$ cat src/rtl/ann_input_loader.sv
// Routes the host FIFO word stream into node memory, leaf memory and the query datapath.
// A load_kdtree pulse starts one fixed-length pass: node pairs, leaf records, then queries.
module ann_input_loader #(
    parameter int DATA_WIDTH = 11,
    parameter int PATCH_SIZE = 5,
    parameter int LEAF_SIZE  = 8,
    parameter int NUM_LEAVES = 64,
    parameter int NUM_QUERYS = 512,
    parameter int ADDR_WIDTH = 6
) (
    input  logic                             clk,
    input  logic                             rst,
    input  logic                             load_kdtree,
    input  logic                             in_fifo_rempty_n,
    input  logic [DATA_WIDTH-1:0]            in_fifo_rdata,
    output logic                             in_fifo_deq,
    output logic                             node_wen,
    output logic [ADDR_WIDTH-1:0]            node_waddr,
    output logic [2*DATA_WIDTH-1:0]          node_wdata,
    output logic                             leaf_wen,
    output logic [ADDR_WIDTH-1:0]            leaf_waddr,
    output logic [$clog2(LEAF_SIZE)-1:0]     leaf_wpatch,
    output logic [PATCH_SIZE*DATA_WIDTH-1:0] leaf_wdata,
    output logic [DATA_WIDTH-1:0]            leaf_widx,
    output logic                             query_valid,
    input  logic                             query_ready,
    output logic [PATCH_SIZE*DATA_WIDTH-1:0] query_patch,
    output logic [$clog2(NUM_QUERYS)-1:0]    query_addr,
    output logic                             load_done,
    output logic                             query_done,
    output logic                             busy
);
    localparam int NUM_NODES = NUM_LEAVES - 1;
    localparam int PW        = $clog2(LEAF_SIZE);
    localparam int QW        = $clog2(NUM_QUERYS);
    localparam int QCW       = QW + 1;
    localparam int PDW       = PATCH_SIZE * DATA_WIDTH;

    localparam logic [ADDR_WIDTH-1:0] NODE_LAST  = ADDR_WIDTH'(NUM_NODES - 1);
    localparam logic [ADDR_WIDTH-1:0] LEAF_LAST  = ADDR_WIDTH'(NUM_LEAVES - 1);
    localparam logic [PW-1:0]         PATCH_LAST = PW'(LEAF_SIZE - 1);
    localparam logic [QW-1:0]         QUERY_LAST = QW'(NUM_QUERYS - 1);
    localparam logic [QCW-1:0]        QUERY_ALL  = QCW'(NUM_QUERYS);
    localparam logic [2:0]            WC_PLAST   = 3'(PATCH_SIZE - 1);
    localparam logic [2:0]            WC_IDX     = 3'(PATCH_SIZE);

    typedef enum logic [1:0] {IDLE, NODE, LEAF, QUERY} state_t;

    state_t                state;
    logic [2:0]            wc;
    logic [PDW-1:0]        acc;
    logic [ADDR_WIDTH-1:0] node_cnt;
    logic [ADDR_WIDTH-1:0] leaf_idx;
    logic [PW-1:0]         patch_idx;
    logic [QCW-1:0]        q_cnt;
    logic                  q_all;

    // Once every query is loaded the stream is complete; words after it are left in the FIFO.
    assign q_all = (q_cnt == QUERY_ALL);
    assign busy  = (state != IDLE);

    always_comb begin
        in_fifo_deq = 1'b0;
        case (state)
            NODE, LEAF: in_fifo_deq = in_fifo_rempty_n;
            QUERY:      in_fifo_deq = in_fifo_rempty_n & ~q_all & (~query_valid | query_ready);
            default:    in_fifo_deq = 1'b0;
        endcase
    end

    always_ff @(posedge clk or posedge rst) begin
        if (rst) begin
            state       <= IDLE;
            wc          <= '0;
            acc         <= '0;
            node_cnt    <= '0;
            leaf_idx    <= '0;
            patch_idx   <= '0;
            q_cnt       <= '0;
            node_wen    <= 1'b0;
            node_waddr  <= '0;
            node_wdata  <= '0;
            leaf_wen    <= 1'b0;
            leaf_waddr  <= '0;
            leaf_wpatch <= '0;
            leaf_wdata  <= '0;
            leaf_widx   <= '0;
            query_valid <= 1'b0;
            query_patch <= '0;
            query_addr  <= '0;
            load_done   <= 1'b0;
            query_done  <= 1'b0;
        end else begin
            node_wen   <= 1'b0;
            leaf_wen   <= 1'b0;
            load_done  <= 1'b0;
            query_done <= 1'b0;
            case (state)
                IDLE: begin
                    if (load_kdtree) begin
                        state       <= NODE;
                        wc          <= '0;
                        acc         <= '0;
                        node_cnt    <= '0;
                        leaf_idx    <= '0;
                        patch_idx   <= '0;
                        q_cnt       <= '0;
                        node_waddr  <= '0;
                        leaf_waddr  <= '0;
                        leaf_wpatch <= '0;
                        query_addr  <= '0;
                    end
                end
                NODE: begin
                    if (in_fifo_deq) begin
                        if (wc == 3'd1) begin
                            wc         <= '0;
                            node_wen   <= 1'b1;
                            node_waddr <= node_cnt;
                            node_wdata <= {in_fifo_rdata, acc[DATA_WIDTH-1:0]};
                            node_cnt   <= node_cnt + 1'b1;
                            if (node_cnt == NODE_LAST) state <= LEAF;
                        end else begin
                            acc[DATA_WIDTH-1:0] <= in_fifo_rdata;
                            wc                  <= wc + 3'd1;
                        end
                    end
                end
                LEAF: begin
                    if (in_fifo_deq) begin
                        if (wc == WC_IDX) begin
                            wc          <= '0;
                            leaf_wen    <= 1'b1;
                            leaf_waddr  <= leaf_idx;
                            leaf_wpatch <= patch_idx;
                            leaf_wdata  <= acc;
                            leaf_widx   <= in_fifo_rdata;
                            if (patch_idx == PATCH_LAST) begin
                                patch_idx <= '0;
                                leaf_idx  <= leaf_idx + 1'b1;
                                if (leaf_idx == LEAF_LAST) begin
                                    state     <= QUERY;
                                    load_done <= 1'b1;
                                end
                            end else begin
                                patch_idx <= patch_idx + 1'b1;
                            end
                        end else begin
                            acc[wc*DATA_WIDTH +: DATA_WIDTH] <= in_fifo_rdata;
                            wc                               <= wc + 3'd1;
                        end
                    end
                end
                QUERY: begin
                    if (query_valid && query_ready) begin
                        query_valid <= 1'b0;
                        if (query_addr == QUERY_LAST) begin
                            state      <= IDLE;
                            query_done <= 1'b1;
                        end
                    end
                    // A fifth word landing on a handshake edge reloads the register with no bubble.
                    if (in_fifo_deq) begin
                        if (wc == WC_PLAST) begin
                            wc          <= '0;
                            query_valid <= 1'b1;
                            query_patch <= {in_fifo_rdata, acc[(PATCH_SIZE-1)*DATA_WIDTH-1:0]};
                            query_addr  <= q_cnt[QW-1:0];
                            q_cnt       <= q_cnt + 1'b1;
                        end else begin
                            acc[wc*DATA_WIDTH +: DATA_WIDTH] <= in_fifo_rdata;
                            wc                               <= wc + 3'd1;
                        end
                    end
                end
                default: state <= IDLE;
            endcase
        end
    end
endmodule
$ cat config.mk
export PLATFORM = sky130hd
export DESIGN_NAME = ann_input_loader
export DESIGN_NICKNAME = d
export VERILOG_FILES = /design/src/rtl/ann_input_loader.sv
export SDC_FILE = /design/constraint.sdc
export NUM_CORES = 1
export LEC_CHECK = 0
export CAP_MARGIN = 5
export CORE_MARGIN = 3
export CORE_UTILIZATION = 35
export DETAILED_ROUTE_END_ITERATION = 8
export PLACE_DENSITY = 0.57
export SLEW_MARGIN = 5
export SYNTH_ARGS = -nofsm -noshare
export SYNTH_HDL_FRONTEND = slang
export SYNTH_SLANG_ARGS = --single-unit
$ cat constraint.sdc
create_clock -name clk -period 20.8 [get_ports clk]
set_clock_uncertainty 0.15 [all_clocks]
set_input_delay 2.08 -clock clk [delete_from_list [all_inputs] [get_ports clk]]
set_output_delay 2.08 -clock clk [all_outputs]
set_load 0.02 [all_outputs]
==> flow_summary.json, run 1 <==
{
  "finish.utilization_pct": 47.0,
  "period_minus_slack_ns": 6.42,
  "tightest_slew_ns": 1.07,
  "power.total_mw": 1.43,
  "hold_class": "flop to flop",
  "hold_buffers": 0,
  "dp_cells": 1423,
  "grt_pass1_vias": 7528,
  "synth_flop_cell": "dfrtp_1",
  "avgViaCountPerCell": 5.05,
  "synthCells": 900,
  "ys_ff_latch": 257,
  "core_um2": 29100,
  "drv_cap": 0,
  "synth_edf_count": 0,
  "clock.fmax_mhz": 156,
  "yosysSeqAreaShare_pct": 61.4,
  "grt_antenna_before_repair": 0,
  "worstReg2RegEnd": "leaf_waddr[5]",
  "die_h_um": 179,
  "nNetsFinal": 1102,
  "startpoint_type": "input port",
  "cts_tree": "yes",
  "antennaDiodeCount": 0,
  "p_leak_nw": 6.65,
  "clk_pin_slew_worst_paths_ns": 0.06,
  "cp_max_fo": 9,
  "routedWlPerCell_um": 19.6,
  "r2r-start": "q_cnt[0]",
  "synth_top_family_by_area": "simple AND/OR/NAND/NOR gates",
  "grt_pass1_wl_um": 45400,
  "port_buffers": 189,
  "postSynthAreaPerCell_um2": 11.6,
  "rsz0062_at_grt": "no",
  "hold_violations": 0,
  "fin_cells": 1473,
  "cpMaxStageDelayCell": "clkdlybuf4s50_1",
  "routabilityCongestion": 0.779,
  "syn_nets": 932,
  "cp.required_ns": 18.57,
  "synth_compound_area_share_pct": 11.1,
  "htreeDepth": 1,
  "path_class": "input port to primary output",
  "relSlewSlack_pct": 28.1,
  "path_cells": "clkdlybuf4s50_1 > nand2b_1 > a21o_1 > nand3_1 > inv_1 > clkdlybuf4s50_1",
  "cp-end-kind": "primary output",
  "status": "finished clean",
  "synthSimpleGateAreaFrac_pct": 13.4,
  "fin_crit_sh_pct": 30.8,
  "synth_top_area_cell": "dfrtp_1",
  "slew_violations": 0,
  "die-area_um2": 32000,
  "post-dp-hpwl_um": 18500,
  "cts_sinks": 257,
  "synth.distinct_cells": 54,
  "post_cts_resized": 0,
  "cp.arrival_ns": 4.19,
  "yosys_warnings": 0,
  "clockBufferDepth": 3,
  "grt_overflow": 0,
  "cts_setup_buffers": 0,
  "die_w_um": 179,
  "first_pass_iters": 4,
  "clock_latency_ns": 0.55,
  "fin_setup_tns_ns": 0,
  "synth_area_um2": 10500,
  "max_stage_delay_ns": 0.63,
  "synth.area.mux_share_pct": 9.23,
  "initialDrtViolationCount": 474,
  "async_reset_ff_share_pct": 100,
  "ant_nets": 0,
  "num_vias": 7445,
  "rows": 62,
  "cp_top_family": "buffers and inverters",
  "drcViolationCount": 0,
  "worst-r2r-setup-slack_ns": 17.20,
  "cts_root_buf": "clkbuf_16",
  "fillers": 2719,
  "gr-usage-all-layers_pct": 18.2,
  "grt_start_max_net_pins": 116,
  "drive_above_1_share_pct": 12.2,
  "powerDensity_nw_per_um2": 105,
  "synth_fa_ha_area_share_pct": 1.91,
  "routed_wl_um": 28800,
  "setup_viol": 0,
  "synth_top_area_share_pct": 61.4,
  "synth-xor-area-share_pct": 0,
  "min_from": "acc[54]",
  "netlist_top_cells_area": "dfrtp_1 (61%), nand2_1 (7.7%), mux2_2 (6.7%)",
  "ir_drop_uv": 67.3,
  "startpoint": "query_ready",
  "critPathBufInv": 3,
  "hold_path_end": "leaf_wdata[54]",
  "initial_core_util_pct": 36.0,
  "io-pin-count": 190,
  "rr_worst_depth": 9,
  "cts_buffers": 28,
  "holdPathStages": 2,
  "cp_common_cell": "clkdlybuf4s50_1",
  "syn2layout_area_growth_pct": 30.4
}
## power by group
| group | total, mW | internal (mW) | switching (mW) |
|---|---|---|---|
| registers | 0.577 | 0.543 | 0.0337 |
| clock network | 0.489 | 0.288 | 0.201 |
| logic | 0.362 | 0.131 | 0.231 |
## metal layers
layer | global-route usage (%) | vias to the layer above | routed length [um]
li1 | - | 3494 | -
met5 | 0 | - | 0
met2 | 28.4 | 178 | 13200
met1 | 25.2 | 3733 | 13100
met4 | 4.81 | 0 | 605
met3 | 4.53 | 40 | 1880
## how the worst max path moves through the flow
stage	endpoint	slack, ns	depth (start not counted)
after global placement	in_fifo_deq	14.40	6
final	in_fifo_deq	14.38	6
after floorplan	acc[0]	11.50	1
after detailed placement	in_fifo_deq	14.37	5
after CTS	in_fifo_deq	14.37	5
after global routing	in_fifo_deq	14.26	6
## area by class of cell
type,count,area (um^2),area share (%)
Clock buffer,41,830,6.07
Clock inverter,8,90.1,0.660
Inverter,21,86.3,0.632
Multi-Input combinational cell,562,3770,27.6
Sequential cell,257,6430,47.1
Tap cell,384,480,3.52
Timing Repair Buffer,200,1970,14.5
## state kept, by name (all words and copies together) (netlist names), 9 cells and up
signal,count
acc,55
node_wdata,22
leaf_widx,11
query_addr,9
leaf_wdata,55
q_cnt,10
query_patch,55
## layout by cell type (no fill, tap or decap), types with 2 or more instances in the layout
master / instances
mux2_2: 62
mux2_1: 20
and3_1: 8
buf_4: 10
nor4b_1: 3
inv_1: 17
nand4_1: 10
a21o_1: 11
ha_1: 16
a21oi_1: 10
nor2_1: 12
nor3_1: 7
nand2b_1: 8
o31ai_1: 3
o311ai_0: 2
a22o_1: 76
or2_2: 2
clkdlybuf4s50_1: 189
a211o_1: 2
clkbuf_1: 5
nor2b_1: 5
inv_2: 2
o21ai_0: 12
clkbuf_16: 28
mux2i_1: 3
or4_1: 6
o21ai_1: 6
nand2_1: 216
clkbuf_8: 8
nand3_1: 12
nor4_2: 4
dfrtp_1: 257
o22a_1: 2
a31oi_1: 9
or3_1: 6
nor4_1: 7
clkinv_2: 6
## cell usage after synthesis (2+ instances only)
library cell	count
nand4_1	10
nand3_1	12
mux2i_1	3
inv_2	2
or2_2	2
a21oi_1	10
o22a_1	2
ha_1	16
or4_1	6
a21o_1	11
o31ai_1	3
nor3_1	7
a22o_1	76
nor4b_1	4
a211o_1	2
nor2b_1	5
nand2b_1	8
dfrtp_1	257
buf_2	12
nand2_1	216
clkbuf_1	35
o21ai_0	12
or3_1	6
mux2_2	62
inv_1	18
nor2_1	13
o311ai_0	2
nor4_1	11
and3_1	8
buf_1	13
mux2_1	20
a31oi_1	9
o21ai_1	6
## per-stage QoR
stage | setup WS (ns) | area (um^2) | hold WS (ns)
final | 14.38 | 13700 | 0.320
after CTS | 14.37 | 13700 | 0.318
after detailed placement | 14.37 | 12700 | 0.308
after floorplan | 11.50 | 10500 | 0.289
after global routing | 14.26 | 13700 | 0.341
after global placement | 14.40 | 12700 | 0.300
## cells by family (layout without fill, tap and decap cells)
| group | count (synthesis) | count (layout) |
|---|---|---|
| adder cells (fa/ha/maj) | 16 | 16 |
| AO/OA/AOI/OAI | 147 | 147 |
| buffers and inverters | 81 | 270 |
| AND/OR/NAND/NOR | 313 | 313 |
| multiplexers | 86 | 86 |
| flip-flops | 257 | 257 |
## worst min-delay path, stage by stage (launching register included)
cell     delay [ns]
dfrtp_1        0.34
nand2_1        0.05
nand2_1        0.05
(Power assumes the default switching activity.)
==> inputs of run 2 (changes only) <==
--- a/config.mk
+++ b/config.mk
@@ -9,7 +9,7 @@
 export CORE_MARGIN = 3
 export CORE_UTILIZATION = 35
 export DETAILED_ROUTE_END_ITERATION = 8
-export PLACE_DENSITY = 0.57
+export PLACE_DENSITY = 0.59
 export SLEW_MARGIN = 5
 export SYNTH_ARGS = -nofsm -noshare
 export SYNTH_HDL_FRONTEND = slang
==> constraint.sdc (replaced) <==
create_clock -name clk -period 5.49 [get_ports clk]
set_clock_uncertainty 0.15 [all_clocks]
set_input_delay 0.549 -clock clk [delete_from_list [all_inputs] [get_ports clk]]
set_output_delay 0.549 -clock clk [all_outputs]
set_load 0.02 [all_outputs]
==> run 2 against run 1 <==
Largest power group unchanged. Routed wire length decreased by 1.9%. Critical endpoint unchanged. Final area decreased by 0.45%. Worst hold slack worse by 0.0050 ns.
==> flow_summary.json, run 2 (synthesis results as in run 1) <==
{
  "clock_latency_ns": 0.54,
  "post-dp-hpwl_um": 18500,
  "nNetsFinal": 1102,
  "hold_buffers": 0,
  "clk_pin_slew_worst_paths_ns": 0.06,
  "clockBufferDepth": 3,
  "num_vias": 7459,
  "grt_start_max_net_pins": 150,
  "pre_cts_ws_ns": 2.04,
  "relSlewSlack_pct": 19.0,
  "hold_class": "input port to asynchronous set/reset pin",
  "dp_cells": 1424,
  "largestRegisters": "acc: 55 flops, leaf_wdata: 55 flops, query_patch: 55 flops",
  "fin_cells": 1471,
  "routedWlPerCell_um": 19.2,
  "startpoint_type": "flop",
  "initial_core_util_pct": 36.0,
  "startpoint": "q_cnt[0]",
  "grt_pass1_wl_um": 44100,
  "syn2layout_area_growth_pct": 29.8,
  "rows": 62,
  "p_leak_nw": 6.60,
  "period_minus_slack_ns": 3.77,
  "layout_commonest_cell": "dfrtp_1",
  "hold_violations": 0,
  "antennaDiodeCount": 0,
  "cts_buffers": 28,
  "ir_drop_uv": 259,
  "io-pin-count": 190,
  "fin_ws_ns": 1.72,
  "status": "finished clean",
  "cts_root_buf": "clkbuf_16",
  "r2r-start": "state[0]",
  "cp.arrival_ns": 3.07,
  "setup_viol": 0,
  "avgViaCountPerCell": 5.07,
  "rr_worst_depth": 6,
  "grt_pass1_vias": 7462,
  "path_class": "flop to primary output",
  "most-common-layout-cells": "dfrtp_1 (257), nand2_1 (216), clkdlybuf4s50_1 (189)",
  "cp.required_ns": 4.79,
  "first_pass_iters": 5,
  "initialDrtViolationCount": 486,
  "worstReg2RegEnd": "acc[33]",
  "fin_setup_tns_ns": 0,
  "drive_above_1_share_pct": 11.6,
  "powerDensity_nw_per_um2": 390,
  "cts_sinks": 257,
  "die_h_um": 179,
  "routabilityCongestion": 0.818,
  "slew_violations": 0,
  "cts_setup_buffers": 0,
  "cp-end-kind": "primary output",
  "ant_nets": 0,
  "grt_overflow": 0,
  "rsz0062_at_grt": "no",
  "port_buffers": 189,
  "cts_tree": "yes",
  "die-area_um2": 32000,
  "worst-r2r-setup-slack_ns": 2.11,
  "core_um2": 29100,
  "grt_antenna_before_repair": 0,
  "die_w_um": 179,
  "drcViolationCount": 0,
  "fin_crit_sh_pct": 68.6,
  "gr-usage-all-layers_pct": 17.5,
  "cp_max_fo": 9,
  "htreeDepth": 1,
  "post_cts_resized": 0,
  "drv_cap": 0,
  "tightest_slew_ns": 1.21,
  "routed_wl_um": 28300,
  "clock.fmax_mhz": 265
}
==> run 2: worst max-delay path by stage <==
stage	to	slack, ns	cells past startpoint
final	in_fifo_deq	1.72	7
after global routing	in_fifo_deq	1.50	5
after CTS	in_fifo_deq	1.67	5
after detailed placement	node_cnt[0]	2.04	6
after global placement	node_cnt[0]	2.06	6
after floorplan	acc[0]	1.41	1
==> run 2: worst max-delay path, stage by stage (launching register included) <==
cell	delay, ns
dfrtp_1	0.41
inv_1	0.10
ha_1	0.19
nor4b_1	0.41
nand3_1	0.28
nand3_1	0.43
inv_1	0.15
clkdlybuf4s50_1	0.58
==> run 2: metrics by stage <==
step                      utilization, %  hold slack (ns)  area, um^2  power, mW
after floorplan                        -            0.289       10500       3.05
after global placement              43.8            0.303       12700       3.58
after detailed placement            43.8            0.302       12700       3.60
after CTS                           46.7            0.311       13600       5.38
after global routing                46.7            0.331       13600       5.58
final                               46.7            0.315       13600       5.31
==> run 2: layout make-up <==
type / count / area, um^2
multi-input cells: 562 / 3770
fillers: 2681 / 15500
repair buffers: 200 / 1990
clock inverters: 3 / 17.5
flip-flops and latches: 257 / 6430
well taps: 384 / 480
clock buffers: 44 / 832
inverters: 21 / 82.6
==> run 2: power breakdown <==
| group | internal (mW) | switching [mW] | total (mW) |
|---|---|---|---|
| logic | 0.497 | 0.862 | 1.36 |
| clock network | 1.03 | 0.720 | 1.75 |
| registers | 2.06 | 0.141 | 2.20 |
==> run 2: per-layer routing <==
| metal | up-vias | wire (um) | global-route usage [%] |
|---|---|---|---|
| met4 | 0 | 487 | 3.38 |
| met5 | - | 0 | 0 |
| met3 | 29 | 1780 | 4.28 |
| met2 | 171 | 13100 | 27.7 |
| met1 | 3765 | 13000 | 24.8 |
| li1 | 3494 | - | - |
==> inputs of run 3 (changes only) <==
--- a/config.mk
+++ b/config.mk
@@ -9,7 +9,7 @@
 export CORE_MARGIN = 3
 export CORE_UTILIZATION = 35
 export DETAILED_ROUTE_END_ITERATION = 8
-export PLACE_DENSITY = 0.59
+export PLACE_DENSITY = 0.57
 export SLEW_MARGIN = 5
 export SYNTH_ARGS = -nofsm -noshare
 export SYNTH_HDL_FRONTEND = slang
==> constraint.sdc (replaced) <==
create_clock -name clk -period 3.8 [get_ports clk]
set_clock_uncertainty 0.15 [all_clocks]
set_input_delay 0.38 -clock clk [delete_from_list [all_inputs] [get_ports clk]]
set_output_delay 0.38 -clock clk [all_outputs]
set_load 0.02 [all_outputs]
==> run 3 against run 2 <==
Sequential power increased by 44%. Register-to-register slack got worse by 1.3 ns. Via count increased by 1.4%. First-iteration DRC count increased by 0.41%. Clock power increased by 50%. Global-route usage increased by 0.44 points. Flip-flop and latch count unchanged. Critical path type unchanged. Highest routed layer unchanged.
==> flow_summary.json, run 3 (synthesis results as in run 1) <==
{
  "htreeDepth": 1,
  "die_h_um": 179,
  "cp-end-kind": "primary output",
  "period_minus_slack_ns": 3.44,
  "p_leak_nw": 6.68,
  "path_class": "flop to primary output",
  "routedWlPerCell_um": 19.3,
  "cp_max_fo": 12,
  "clk_pin_slew_worst_paths_ns": 0.06,
  "met1_usage_pct": 25.5,
  "startpoint_type": "flop",
  "status": "finished clean",
  "die-area_um2": 32000,
  "initialDrtViolationCount": 488,
  "worst-r2r-setup-slack_ns": 0.86,
  "post-dp-hpwl_um": 18900,
  "initial_core_util_pct": 36.0,
  "ant_nets": 0,
  "drv_cap": 0,
  "path_cells": "inv_1 > ha_1 > nor2b_1 > nand3_2 > inv_1 > clkdlybuf4s50_1",
  "hold_violations": 0,
  "cp.required_ns": 3.27,
  "finish.utilization_pct": 47.2,
  "cts_setup_buffers": 0,
  "grt.met3_usage_pct": 4.53,
  "tightest_slew_ns": 0.885,
  "rows": 62,
  "port_buffers": 189,
  "drive_above_1_share_pct": 12.7,
  "fin_crit_sh_pct": 90.6,
  "max_stage_delay_ns": 0.62,
  "clockBufferDepth": 3,
  "routed_wl_um": 28600,
  "fin_setup_tns_ns": 0,
  "cts_root_buf": "clkbuf_16",
  "clock.fmax_mhz": 290,
  "worstReg2RegEnd": "query_patch[53]",
  "first_pass_iters": 4,
  "io-pin-count": 190,
  "powerDensity_nw_per_um2": 571,
  "top_usage_layer": "met2",
  "fillers": 2720,
  "rsz0062_at_grt": "no",
  "antennaDiodeCount": 0,
  "nNetsFinal": 1113,
  "cp_common_cell": "inv_1",
  "grt_start_max_net_pins": 115,
  "relSlewSlack_pct": 41.0,
  "power.total_mw": 7.84,
  "syn2layout_area_growth_pct": 31.1,
  "cp.arrival_ns": 2.91,
  "rr_worst_depth": 7,
  "grt_antenna_before_repair": 0,
  "hold_class": "input port to asynchronous set/reset pin",
  "core_um2": 29100,
  "cts_buffers": 28,
  "cpMaxStageDelayCell": "clkdlybuf4s50_1",
  "largestRegisters": "acc: 55 flops, leaf_wdata: 55 flops, query_patch: 55 flops",
  "routabilityCongestion": 0.786,
  "use_met2_pct": 27.7,
  "cts_tree": "yes",
  "grt_pass1_vias": 7627,
  "avgViaCountPerCell": 5.10,
  "most-common-layout-cells": "dfrtp_1 (257), nand2_1 (216), clkdlybuf4s50_1 (189)",
  "num_vias": 7560,
  "cts_sinks": 257,
  "layout_commonest_cell": "dfrtp_1",
  "r2r-start": "state[0]",
  "gr-usage-all-layers_pct": 18.0,
  "grt_overflow": 0,
  "grt_pass1_wl_um": 45100,
  "die_w_um": 179,
  "ir_drop_uv": 332,
  "clock_latency_ns": 0.55,
  "setup_viol": 0,
  "slew_violations": 0,
  "drcViolationCount": 0
}
## run 3: worst max path at each step
stage | from | to | slack (ns) | cells past startpoint
floorplan | rst | acc[0] | -0.12 | 1
global placement | query_ready | in_fifo_deq | 0.78 | 6
detailed placement | state[0] | in_fifo_deq | 0.72 | 5
CTS | state[0] | in_fifo_deq | 0.12 | 5
global route | state[0] | in_fifo_deq | 0.16 | 6
finish | state[0] | in_fifo_deq | 0.36 | 6
## run 3: power breakdown
group	internal [mW]	switching (mW)	total, mW
sequential	2.97	0.197	3.17
clock	1.52	1.09	2.62
combinational	0.778	1.27	2.05
total	5.28	2.56	7.84
## run 3: final cells by class
class                           count  area [um^2]  area share [%]
Sequential cell                   257         6430            46.8
Timing Repair Buffer              211         2080            15.2
Clock inverter                      5         75.1           0.547
Inverter                           21         82.6           0.601
Tap cell                          384          480            3.50
Clock buffer                       43          807            5.88
Multi-Input combinational cell    562         3770            27.5
## run 3: per-stage QoR
step / hold slack (ns) / worst slack, ns / cell area [um^2] / instances
5_1_grt: 0.130 / 0.159 / 13700 / 1483
3_3_place_gp: 0.299 / 0.777 / 12800 / 1435
2_1_floorplan: 0.289 / -0.116 / 10500 / 900
3_5_place_dp: 0.303 / 0.723 / 12800 / 1435
4_1_cts: 0.0810 / 0.118 / 13700 / 1483
6_report: 0.0933 / 0.357 / 13700 / 1483
## run 3: per-layer routing
metal	vias to the layer above	share of wire, %
met4	0	2.1
met1	3827	45
met2	184	46
li1	3505	-
met3	44	6.5
met5	-	0
## run 3: repair_timing
item,CTS,global route
setup endpoints to repair,0,1
hold buffers,0,0
gates resized for setup,0,2
## run 3: critical path, delay by kind of cell (launching register included)
family,cells,cell delay [ns]
buf+inv,3,0.90
flops,1,0.39
fa+ha+maj,1,0.36
simple gates,2,0.70
